`src/rtl/encoder_scheduler.sv`:
```
// Time-multiplexed rate encoder: one shared period-counter/LFSR datapath scans
// NUM_CH binary channels round-robin and streams spike events over valid/ready.
module encoder_scheduler #(
    parameter int NUM_CH = 4,
    parameter int CH_W   = 2,
    parameter int CNT_W  = 4,
    parameter int N      = 10,
    parameter int M      = 5,
    parameter int WINDOW = 16,
    parameter int TS_W   = 5
) (
    input  logic              clk,
    input  logic              reset,
    input  logic              start,
    input  logic              abort,
    input  logic [NUM_CH-1:0] input_bits,
    output logic              busy,
    output logic              done,
    output logic              spike_valid,
    input  logic              spike_ready,
    output logic [CH_W-1:0]   spike_ch,
    output logic [TS_W-1:0]   spike_ts
);

    typedef enum logic {IDLE, SCAN} state_t;

    localparam logic [CH_W-1:0]  LAST_CH  = CH_W'(NUM_CH - 1);
    localparam logic [TS_W-1:0]  LAST_TS  = TS_W'(WINDOW - 1);
    localparam logic [CNT_W-1:0] THR_ONE  = CNT_W'(M - 1);
    localparam logic [CNT_W-1:0] THR_ZERO = CNT_W'(N - 1);

    state_t            state, state_nxt;
    logic [NUM_CH-1:0] bits_q;
    logic [CNT_W-1:0]  cnt [NUM_CH];
    logic [CH_W-1:0]   ch_idx;
    logic [TS_W-1:0]   ts;
    logic [3:0]        lfsr;

    logic              start_frame;
    logic              do_abort;
    logic              adv;
    logic              frame_end;
    logic              last_ch;
    logic              hit;
    logic [CNT_W-1:0]  cnt_sel;
    logic [CNT_W-1:0]  thr;
    logic [3:0]        lfsr_nxt;

    assign busy     = (state == SCAN);
    assign last_ch  = (ch_idx == LAST_CH);
    assign cnt_sel  = cnt[ch_idx];
    // Threshold jitters down by one on LFSR bit 0; >= keeps a lowered threshold from being skipped.
    assign thr      = (bits_q[ch_idx] ? THR_ONE : THR_ZERO) - CNT_W'(lfsr[0]);
    assign hit      = (cnt_sel >= thr);
    assign lfsr_nxt = {lfsr[2] ^ lfsr[3], lfsr[0], lfsr[1], lfsr[2]};

    // NOTE: every signal driven here gets a default first, so no path can infer a latch.
    always_comb begin
        state_nxt   = state;
        start_frame = 1'b0;
        do_abort    = 1'b0;
        adv         = 1'b0;
        frame_end   = 1'b0;
        case (state)
            IDLE: begin
                if (start) begin
                    start_frame = 1'b1;
                    state_nxt   = SCAN;
                end
            end
            SCAN: begin
                // Abort wins over a scan step in the same cycle.
                if (abort) begin
                    do_abort  = 1'b1;
                    state_nxt = IDLE;
                end else if (!spike_valid || spike_ready) begin
                    adv = 1'b1;
                    if (last_ch && (ts == LAST_TS)) begin
                        frame_end = 1'b1;
                        state_nxt = IDLE;
                    end
                end
            end
            default: state_nxt = IDLE;
        endcase
    end

    // NOTE: sequential state uses non-blocking assignments so every register samples pre-edge values.
    always_ff @(posedge clk) begin
        if (reset) state <= IDLE;
        else       state <= state_nxt;
    end

    always_ff @(posedge clk) begin
        if (reset) begin
            bits_q      <= '0;
            // NOTE: the counter array is only NUM_CH entries of flops, so it is reset like any register.
            for (int i = 0; i < NUM_CH; i++) cnt[i] <= '0;
            ch_idx      <= '0;
            ts          <= '0;
            lfsr        <= 4'b0001;
            done        <= 1'b0;
            spike_valid <= 1'b0;
            spike_ch    <= '0;
            spike_ts    <= '0;
        end else begin
            done <= frame_end;

            if (start_frame) begin
                bits_q <= input_bits;
                for (int i = 0; i < NUM_CH; i++) cnt[i] <= '0;
                ch_idx <= '0;
                ts     <= '0;
            end

            if (adv) begin
                if (hit) cnt[ch_idx] <= '0;
                else     cnt[ch_idx] <= cnt_sel + CNT_W'(1);
                // The LFSR free-runs across frames, stepping once per completed timestep.
                if (last_ch) begin
                    ch_idx <= '0;
                    ts     <= ts + TS_W'(1);
                    lfsr   <= lfsr_nxt;
                end else begin
                    ch_idx <= ch_idx + CH_W'(1);
                end
            end

            if (do_abort) begin
                spike_valid <= 1'b0;
            end else if (adv && hit) begin
                spike_valid <= 1'b1;
                spike_ch    <= ch_idx;
                spike_ts    <= ts;
            end else if (spike_valid && spike_ready) begin
                spike_valid <= 1'b0;
            end
        end
    end

endmodule

```
`config.mk`:
```
export PLATFORM = sky130hd
export DESIGN_NAME = encoder_scheduler
export DESIGN_NICKNAME = d
export VERILOG_FILES = /design/src/rtl/encoder_scheduler.sv
export SDC_FILE = /design/constraint.sdc
export NUM_CORES = 1
export LEC_CHECK = 0
export ABC_CLOCK_PERIOD_IN_PS = 2900
export BUFFER_PORTS_ARGS = -buffer_cell sky130_fd_sc_hd__buf_4
export CORE_MARGIN = 1.5
export CORE_UTILIZATION = 52
export CTS_CLUSTER_SIZE = 14
export DETAILED_ROUTE_END_ITERATION = 8
export GPL_ROUTABILITY_DRIVEN = 0
export HOLD_SLACK_MARGIN = 0.08
export PLACE_DENSITY_LB_ADDON = 0.25
export SYNTH_ARGS = -nofsm -noshare
export SYNTH_HDL_FRONTEND = slang
export SYNTH_SLANG_ARGS = --single-unit
```
`constraint.sdc`:
```
create_clock -name clk -period 2.9 [get_ports clk]
set_clock_uncertainty 0.1 [all_clocks]
set_input_delay 0.145 -clock clk [delete_from_list [all_inputs] [get_ports clk]]
set_output_delay 0.145 -clock clk [all_outputs]
set_load 0.02 [all_outputs]
```
* Word level (Yosys, flattened, before mapping)
Memories as Yosys holds them, arrays and structs flattened. A register that Yosys moved wholly into a read port is not among the register bits.
Index checks and enable logic that the tools add are counted.
** Storage, ports and cells
- Flip-flop bits (word level) :: 24
- Memory bits (writable) :: 16
- Logic and storage cells :: 85
- Memories :: 1
** Cells by class
- Add/subtract/negate cells :: 4
- $lt $le $gt $ge :: 2
- Equal/unequal tests :: 2
- Mux-type cells :: 46
- Bitwise logic cells :: 9
- Reduce and logical (&&, ||, !) cells :: 12
** Memory list
- cnt :: words 4, width 4, read ports 1, clocked after memory_dff 1, wr ports 4, RTL line 34 : logic [CNT_W-1:0] cnt [NUM_CH];
** Operator list (count)
- 2-to-1 mux 1 bit :: 28
- 2-to-1 mux 4 bit :: 7
- 2-to-1 mux 5 bit :: 3
- 2-to-1 mux 2 bit :: 6
- OR reduction 4 bit :: 2
- adder 5 x 1 -> 5 bit, second input constant :: 1
- == test 5 x 4 -> 1 bit, second input constant :: 1
- OR 1 bit :: 5
- adder 4 x 1 -> 4 bit, second input constant :: 1
- >= comparator 4 bit :: 1
- AND reduction 2 bit :: 2
- nonzero test 2 bit :: 2
- subtractor 4 x 1 -> 4 bit :: 1
- logical AND 1 bit :: 3
- < comparator 2 x 3 -> 1 bit, second input constant :: 1
- NOT 1 bit :: 3
- adder 2 x 1 -> 2 bit, second input constant :: 1
- binary-select mux 1 bit (select 2 bit) :: 1
- == test 2 bit, second input constant :: 1
- case mux 1 bit (2 select lines) :: 1
- OR reduction 2 bit :: 1
- logical NOT 1 bit :: 1
- logical OR 1 bit :: 1
- XOR 1 bit :: 1

* Longest topological paths before layout
- Depth after elaboration :: 12
- Depth in mapped cells :: 8
- Gate-level depth less buffers :: 8

* Worst setup path before layout
Ideal clock, no wire load.
- Kind :: reg2reg
- Start :: reg ch_idx[0]
- End :: mem cnt[0][3] (data pin)
- Library setup time :: 0.160 ns
- Arrival :: 2.598 ns
- Data required time :: 2.640 ns
- Slack :: 0.042 ns
- Stages on the path, launching flop included :: 9
- Buffers on the path :: 0
- Cells stage by stage :: dfxtp_1 -> mux4_2 -> ha_1 -> or2_2 -> ha_1 -> a21oi_1 -> nand4b_1 -> or2_2 -> nor3b_1
** RTL lines
- start, declared :: RTL line 35 : logic [CH_W-1:0] ch_idx;
- start signal, assigned :: RTL line 125 : ch_idx <= ch_idx + CH_W'(1);
- end, declared :: RTL line 34

==> flow_metrics.tcl <==
set metrics [dict create \
    layout-drive-gt1-share_pct 25.7 \
    hold_end "ts[2]" \
    ys_ff_latch 41 \
    syn_area_um2 1960 \
    power_frac_clock_pct 32.7 \
    ir_drop_mv 0.302 \
    grt_max_degree 26 \
    comb_power_share_pct 13.7 \
    wire_per_inst_um 16.7 \
    overflow 0 \
    post-route-min-period_ps 2830 \
    switchingPower_mw 0.297 \
    arrival_ps 2900 \
    grt_pass1_wl_mm 6.87 \
    diodes 0 \
    internal_power_mw 0.869 \
    synth_top_area_cell "dfxtp_1" \
    core_area_um2 3630 \
    startpoint "ch_idx[0]" \
    maxSlewViolCount 0 \
    clock_path_buffers 2 \
    leakage_nw 0.950 \
    drt_first_pass_iters 4 \
    drt_iter0_markers 71 \
    power.density_nw_per_um2 488 \
    remaining_drc_errors 0 \
    cts_tree "built" \
    synth.avg_cell_area_um2 10.4 \
    ys_warn_count 0 \
    cts_root_buf "clkbuf_8" \
    htreeDepth 2 \
    reg2reg_slack_ps 70 \
    avgViaCountPerCell 5.77 \
    num_rows 22 \
    crit_path_max_fanout 4 \
    cp-end-kind "flop" \
    start_kind "flop" \
    seq_area_frac_synth_pct 49.9 \
    grt_usage_pct 22.2 \
    yosysUniqueCellTypes 36 \
    path_clk_slew_ps 70 \
    whs_ps 105 \
    numCtsBuffers 5 \
    initial_core_util_pct 54.1 \
    hold_violations 0 \
    r2r_end "cnt[3][2]" \
    io_buffers 18 \
    die_w_um 64.5 \
    dp_hpwl_mm 3.03 \
    min-delay-start "reset" \
    clk_latency_ps 290 \
    max_cap_viol_count 0 \
    hold_depth 2 \
    synth-async-reset-ratio_pct 0 \
    max_freq_mhz 353 \
    ant_nets 0 \
    clock-sinks 41 \
    crit_required_ps 2970 \
    crit_type "reg -> reg" \
    period_share_pct 97.6 \
    synth_nets 210 \
    yosysMostFrequentCell "dfxtp_1" \
    syn_inst 188 \
    die_area_um2 4160 \
    switching_share_pct 25.5 \
    areaGrowthSynthToFinish_pct 21.8 \
    r2r_start "ch_idx[0]" \
    synth_top_area_share_pct 25.5 \
    grt_pass1_vias 1490 \
    final_util_pct 65.8 \
    relSlewSlack_pct 52.7 \
    hp-class "in -> reg" \
    fin_nets 239 \
    wirelength_mm 4.43 \
    synth_edf_count 16 \
    dr_total_vias 1536 \
    ys.flop_type "dfxtp_1" \
    synth_common_cells "dfxtp_1, a21oi_1, nand2_1, edfxtp_1, nand3_1" \
    p_seq_share_pct 53.7 \
    boundaryPins 19 \
    tightest_slew_ps 709 \
    synth_area_leaders "dfxtp_1, edfxtp_1, ha_1" \
    tns_ps 0 \
    setup_viol 0 \
    status "finished clean" \
    fp.dieH_um 64.5 \
    reg2regPathDepth 9 \
    antenna_found_initial 0 \
]
==> repair_timing <==
action	in CTS	in global routing
hold endpoints to repair	5	0
resized for setup	2	15
pin swaps	0	5
hold buffers	5	0
setup buffers	0	1
setup endpoints to repair	6	17
==> worst max-delay path by stage <==
stage	end	depth (start not counted)	slack, ps
after floorplan	cnt[0][3]	8	40
after global placement	cnt[3][2]	9	110
after detailed placement	cnt[1][0]	9	-30
after CTS	cnt[2][3]	8	30
after global routing	cnt[3][2]	9	-40
final	cnt[3][2]	9	70
==> layout by cell type (no fill, tap or decap), drive strengths merged <==
master | netlist | routed
dfxtp | 25 | 25
buf | 2 | 25
nand2 | 19 | 19
a21oi | 19 | 19
nand3 | 17 | 17
edfxtp | 16 | 16
ha | 13 | 13
and3 | 8 | 8
o21ai | 8 | 8
and2 | 8 | 8
inv | 7 | 7
clkbuf | 6 | 6
nor2 | 6 | 6
nor3b | 5 | 5
dlygate4sd3 | 0 | 5
mux4 | 5 | 5
or2 | 4 | 4
nor2b | 2 | 2
nand2b | 2 | 2
mux2i | 2 | 2
o211ai | 2 | 2
or3 | 2 | 2
nor3 | 2 | 2
clkinv | 0 | 2
and2b | 1 | 1
nand4 | 1 | 1
a211o | 1 | 1
o21a | 1 | 1
xor2 | 1 | 1
nand4b | 1 | 1
xnor2 | 1 | 1
a221oi | 1 | 1
==> power by group through the flow <==
stage	registers (mW)	clock network, mW	logic [mW]
final	0.626	0.381	0.159
after global routing	0.628	0.405	0.173
after CTS	0.626	0.380	0.140
after detailed placement	0.639	0	0.132
after global placement	0.638	0	0.127
after floorplan	0.638	0	0.0839
==> logic make-up (layout without fill, tap and decap cells) <==
family / after synthesis / after routing / share of synthesized area (%)
buffers and inverters: 15 / 45 / 2.93
multiplexers: 7 / 7 / 6.94
XOR/XNOR: 2 / 2 / 1.27
adder cells (fa/ha/maj): 13 / 13 / 8.28
AO/OA/AOI/OAI: 32 / 32 / 8.92
AND/OR/NAND/NOR: 78 / 78 / 21.7
flip-flops: 41 / 41 / 49.9
==> cell type report <==
cell class	instances	area, um2
clock buffer	6	82.6
multi-input combinational	132	991
timing repair buffer	30	241
inverter	7	26.3
fill	292	1240
clock inverter	2	8.76
tap	48	60.1
sequential	41	982
==> layer usage <==
| layer | track usage [%] | wire length (um) |
|---|---|---|
| met5 | 0 | 0 |
| met4 | 9.57 | 93 |
| met3 | 3.82 | 215 |
| met2 | 37.8 | 2240 |
| met1 | 27.9 | 1880 |
==> registers in the layout, summed over array words and instances (netlist names), named ones only <==
name         count
done             1
ts               5
busy             1
ch_idx           2
cnt             16
spike_ch         2
spike_valid      1
bits_q           4
spike_ts         5
lfsr             2
==> per-stage QoR <==
step                cells  setup slack, ps  instance area (um2)  power, mW
floorplan             188             42.3                 1960      0.722
global placement      252              106                 2170      0.765
detailed placement    252            -34.4                 2170      0.771
CTS                   265             25.7                 2320       1.15
global route          266            -37.7                 2390       1.21
finish                266             70.0                 2390       1.17
==> worst max-delay path, cell delays in order, from the launching register on <==
cell and delay (ps):
dfxtp_2 340, mux4_2 520, ha_2 190, or2_2 290
ha_1 320, a21oi_2 180, nand4b_1 210, buf_6 200
nor3_4 160, and3_1 180
(Power assumes the default switching activity.)
